===== src/rtl/reg_file_scoreboard.sv =====
// rtl/reg_file_scoreboard.sv - 32x32 register file with per-register result-pending scoreboard
module reg_file_scoreboard #(
    parameter int DATA_WIDTH = 32,
    parameter int ADDR_WIDTH = 5
) (
    input  logic                  clk,
    input  logic                  reset,
    input  logic [ADDR_WIDTH-1:0] rs_addr,
    input  logic [ADDR_WIDTH-1:0] rt_addr,
    output logic [DATA_WIDTH-1:0] rs_data,
    output logic [DATA_WIDTH-1:0] rt_data,
    output logic                  rs_busy,
    output logic                  rt_busy,
    input  logic                  wr_en,
    input  logic [ADDR_WIDTH-1:0] wr_addr,
    input  logic [DATA_WIDTH-1:0] wr_data,
    input  logic                  issue_en,
    input  logic [ADDR_WIDTH-1:0] issue_addr,
    output logic [ADDR_WIDTH:0]   pending_count
);
    localparam int NUM_REGS = 2 ** ADDR_WIDTH;

    logic [DATA_WIDTH-1:0] regs [NUM_REGS];
    logic [NUM_REGS-1:0]   busy;
    logic [NUM_REGS-1:0]   busy_next;
    logic [ADDR_WIDTH:0]   count_next;
    logic                  wr_valid;
    logic                  issue_valid;

    assign wr_valid    = wr_en && (wr_addr != '0);
    assign issue_valid = issue_en && (issue_addr != '0);

    // Issue is applied after the writeback clear so a newer reservation wins.
    always_comb begin
        busy_next = busy;
        if (wr_valid) begin
            busy_next[wr_addr] = 1'b0;
        end
        if (issue_valid) begin
            busy_next[issue_addr] = 1'b1;
        end
        busy_next[0] = 1'b0;
    end

    always_comb begin
        count_next = '0;
        for (int i = 1; i < NUM_REGS; i++) begin
            count_next = count_next + {{ADDR_WIDTH{1'b0}}, busy_next[i]};
        end
    end

    always_ff @(posedge clk) begin
        if (reset) begin
            for (int i = 0; i < NUM_REGS; i++) begin
                regs[i] <= '0;
            end
            busy          <= '0;
            pending_count <= '0;
        end else begin
            if (wr_valid) begin
                regs[wr_addr] <= wr_data;
            end
            busy          <= busy_next;
            pending_count <= count_next;
        end
    end

    // Writeback bypass makes the result and the cleared hazard visible in the writing cycle.
    always_comb begin
        rs_data = '0;
        rt_data = '0;
        if (rs_addr != '0) begin
            rs_data = (wr_en && (wr_addr == rs_addr)) ? wr_data : regs[rs_addr];
        end
        if (rt_addr != '0) begin
            rt_data = (wr_en && (wr_addr == rt_addr)) ? wr_data : regs[rt_addr];
        end
    end

    assign rs_busy = (rs_addr != '0) && busy[rs_addr] && !(wr_en && (wr_addr == rs_addr));
    assign rt_busy = (rt_addr != '0) && busy[rt_addr] && !(wr_en && (wr_addr == rt_addr));

endmodule


===== config.mk =====
export PLATFORM = sky130hd
export DESIGN_NAME = reg_file_scoreboard
export DESIGN_NICKNAME = d
export VERILOG_FILES = /design/src/rtl/reg_file_scoreboard.sv
export SDC_FILE = /design/constraint.sdc
export NUM_CORES = 2
export LEC_CHECK = 0
export BUFFER_PORTS_ARGS = -buffer_cell sky130_fd_sc_hd__buf_2
export CELL_PAD_IN_SITES_DETAIL_PLACEMENT = 1
export CELL_PAD_IN_SITES_GLOBAL_PLACEMENT = 2
export CORE_UTILIZATION = 50
export DETAILED_ROUTE_END_ITERATION = 10
export HOLD_SLACK_MARGIN = 0.1
export PLACE_DENSITY = 0.87
export SYNTH_ARGS = -nofsm -noshare
export SYNTH_HDL_FRONTEND = slang
export SYNTH_SLANG_ARGS = --single-unit
export TNS_END_PERCENT = 20

===== constraint.sdc =====
create_clock -name clk -period 12.2 [get_ports clk]
set_input_delay 2.44 -clock clk [delete_from_list [all_inputs] [get_ports clk]]
set_output_delay 2.44 -clock clk [all_outputs]
set_load 0.01 [all_outputs]

==> summary.md <==
| Metric | Value |
|---|---|
| Status | finished, violations left |
| Failing checks | capacitance limit, slew limit |
| IO Pins | 128 |
| Die Y | 341 um |
| RR Startpoint | busy[24] |
| Mapped Area | 57600 um2 |
| Met1 WL | 75600 um |
| Synthesized area per cell | 14.5 um2 |
| Layout cells sized above 1 | 22.9% |
| Dominant cell type by area after synthesis | edfxtp_1 |
| Post-route ant nets | 0 |
| Register area share after synthesis | 54.7% |
| Final setup fails | 0 |
| DR WL/cell | 38.0 um |
| Vias in the first global route | 40500 |
| Max-cap viol count | 1 |
| R2R Path End | pending_count[4] |
| Initial Utilization | 50.4% |
| CP max stage cell | nand2_1 |
| Ranking of synthesized cells by area | edfxtp_1 53%, mux4_2 18%, and2_1 11%, mux2i_1 2.9%, clkbuf_1 2.0% |
| Hold WS | 630 ps |
| Layout area overhead | 9.40% |
| RSZ-0062 raised after global routing | false |
| Crit path DAT | 6690 ps |
| Max Clk Rate | 110 MHz |
| CTS tree | yes |
| CTS Sinks | 1061 |
| Grt ovf | 0 |
| Max incr delay on CP | 1110 ps |
| Core ar. | 114000 um2 |
| First-pass DRT Iterations | 5 |
| Width of the die | 341 um |
| Via density per instance | 7.06 |
| Final worst-path cycle share | 74.8% |
| Cell breakdown of the critical path | buf_2 -> xor2_1 -> nor4_2 -> nand2_1 -> nor2_2 -> buf_4 -> a22o_1 -> buf_2 |
| Final HPWL DP | 123000 um |
| Final WL | 210000 um |
| Library cells used by synthesis | 62 |
| Async set-or-reset flop fraction in the synthesized netlist | 0% |
| 1st-iter DRT viols | 5437 |
| CTS Buf Count | 115 |
| Root Driver | clkbuf_16 |
| Hold WC Path Type | reg -> reg |
| Leak Pwr | 0.0221 uW |
| Die area | 116000 um2 |
| Crit start category | input port |
| Critical path type | in -> out |
| Final cell count without fillers | 5545 |
| Post-synth top area share | 53.4% |
| Cts hold-fix bufs | 0 |
| Rel. slew slack | -0.590% |
| Met3 WL | 25100 um |
| Nets@finish | 4021 |
| Worst Setup End Kind | output pin |
| Gpl congestion | 0.964 |
| Crit Path Max Fanout | 25 |
| Max-slew violations | 26 |
| Number of flops mapped to enable cells by yosys | 1024 |
| Via count | 39100 |
| Fin. Hold Viols | 0 |
| Data required, critical path | 9760 ps |
| Max VDD drop | 0.118 mV |
| Highest Signal Layer | met5 |
| Reg2Reg Depth | 14 |
| Worst path most repeated cell | buf_2 |
| Worst Hold End | busy[12] |
| Placed Cells | 5330 |
| Largest net degree at the start of global routing | 127 |
| Depth of the CTS H-tree | 3 |
| Synth warn | 0 |
| GRT Total Usage | 36.1% |
| PwrDens | 140 nW/um2 |
| Flop-to-flop setup slack | 6780 ps |
| Instance count of the mapped netlist | 3974 |
| Tightest Pin Transition | 1510 ps |
| HP Start | busy[12] |
| Post-layout min period | 9130 ps |
| Setup TNS | 0 ps |
| Initial antenna violation count | 17 |
| Worst path buffer plus inverter count | 3 |
| Setup Skew | 13.4 ps |
| Clk Latency, worst-skew pair | 730 ps |
| Commonest cells post-synth | 1024 x edfxtp_1, 1005 x and2_1, 448 x mux4_2 |
| Top delay family on crit path | simple AND/OR/NAND/NOR gates |
| DR DRC count | 0 |
| Synth Register Bits | 1061 |
| Most instantiated library cell after synthesis | edfxtp_1 |
| Global-route wire length before repair | 297000 um |
| Clk pin slew, worst setup/hold paths | 60 ps |
| Worst-case clock buffer depth | 3 |
| Port-buffer cells | 127 |
| Hold Path Depth | 2 |
| Metal2 WL | 95600 um |
| Post-CTS setup buffers | 0 |
| Cts repair resizes | 0 |
| FP Rows | 124 |
| Main synth FF type | edfxtp_1 |
[worst register-to-register path, cell delays in order, from the launching register on]
cell,delay [ps]
dfxtp_1,330
a22oi_1,300
fa_1,520
fa_1,500
fa_1,510
inv_1,50
fa_1,570
fa_1,470
fa_1,500
fa_1,450
fa_1,470
a21o_1,190
a21oi_1,160
xor2_1,170
nor2_1,50
[logic make-up after synthesis]
group	Yosys count	synth area share [%]
compound gates	434	5.91
xor+xnor	12	0.183
fa+ha+maj	30	0.952
buf+inv	445	3.50
flops	1061	54.7
mux	632	20.8
other cells	1	0.00652
simple gates	1359	14.0
[worst max-delay path by stage]
stage / from / end / slack [ps] / cells after the start
after floorplan: wr_addr[3] / pending_count[4] / 4020 / 19
after global placement: rt_addr[4] / rt_data[31] / 3530 / 8
after detailed placement: rt_addr[4] / rt_data[31] / 3470 / 8
after CTS: rt_addr[4] / rt_data[31] / 3450 / 8
after global routing: rt_addr[4] / rt_data[31] / 3300 / 8
final: rt_addr[4] / rt_data[31] / 3070 / 8
[sequential cells by signal, indices dropped and copies added, names as in the netlist]
name,count
busy,31
pending_count,6
regs,1024
[layout make-up]
cell class                 instances  area [um2]
multi-input combinational       2499       24400
antenna                            6        15.0
inverter                          28         105
sequential                      1061       31500
tap                             1512        1890
clock inverter                    66         523
fill                           10900       51200
clock buffer                     143        3010
timing repair buffer             230        1510
[metrics by stage]
step           total power (uW)  utilization, %  setup WS, ps  cell area, um2
6_report                   8840            55.1          3070           63000
3_3_place_gp               5450            52.0          3530           59400
3_5_place_dp               5490            52.0          3470           59400
5_1_grt                    9020            55.1          3300           62900
2_1_floorplan              5030               -          4020           57700
4_1_cts                    8820            55.1          3450           62900
[layout by cell type (no fill, tap or decap), drive strengths merged, types with 19 or more instances in the layout]
cell,synthesis,layout
a211o,31,31
a211oi,53,53
a22o,67,67
a22oi,96,96
a32o,36,36
and2,1005,1005
buf,114,230
clkbuf,303,143
clkinv,0,56
conb,1,32
dfxtp,37,37
edfxtp,1024,1024
fa,23,23
inv,28,29
mux2i,168,168
mux4,448,448
nand2,92,92
nand2b,35,35
nand3,20,20
nor2,96,96
nor2b,35,35
o21ai,19,19
o221ai,32,32
o22ai,62,62
[per-layer routing]
| metal | global-route usage (%) | vias to the layer above |
|---|---|---|
| li1 | - | 15200 |
| met1 | 47.1 | 20500 |
| met2 | 55.3 | 2876 |
| met3 | 9.01 | 636 |
| met4 | 20.9 | 10 |
| met5 | 0 | - |
[power by group]
part | internal [uW] | leakage, uW | total [uW] | switching (uW)
combinational | 437 | 0.0103 | 1140 | 707
clock | 1890 | 0.00173 | 3390 | 1500
sequential | 4200 | 0.0101 | 4310 | 112
total | 6520 | 0.0221 | 8840 | 2320
No activity file was read; power rests on OpenSTA's default activity.
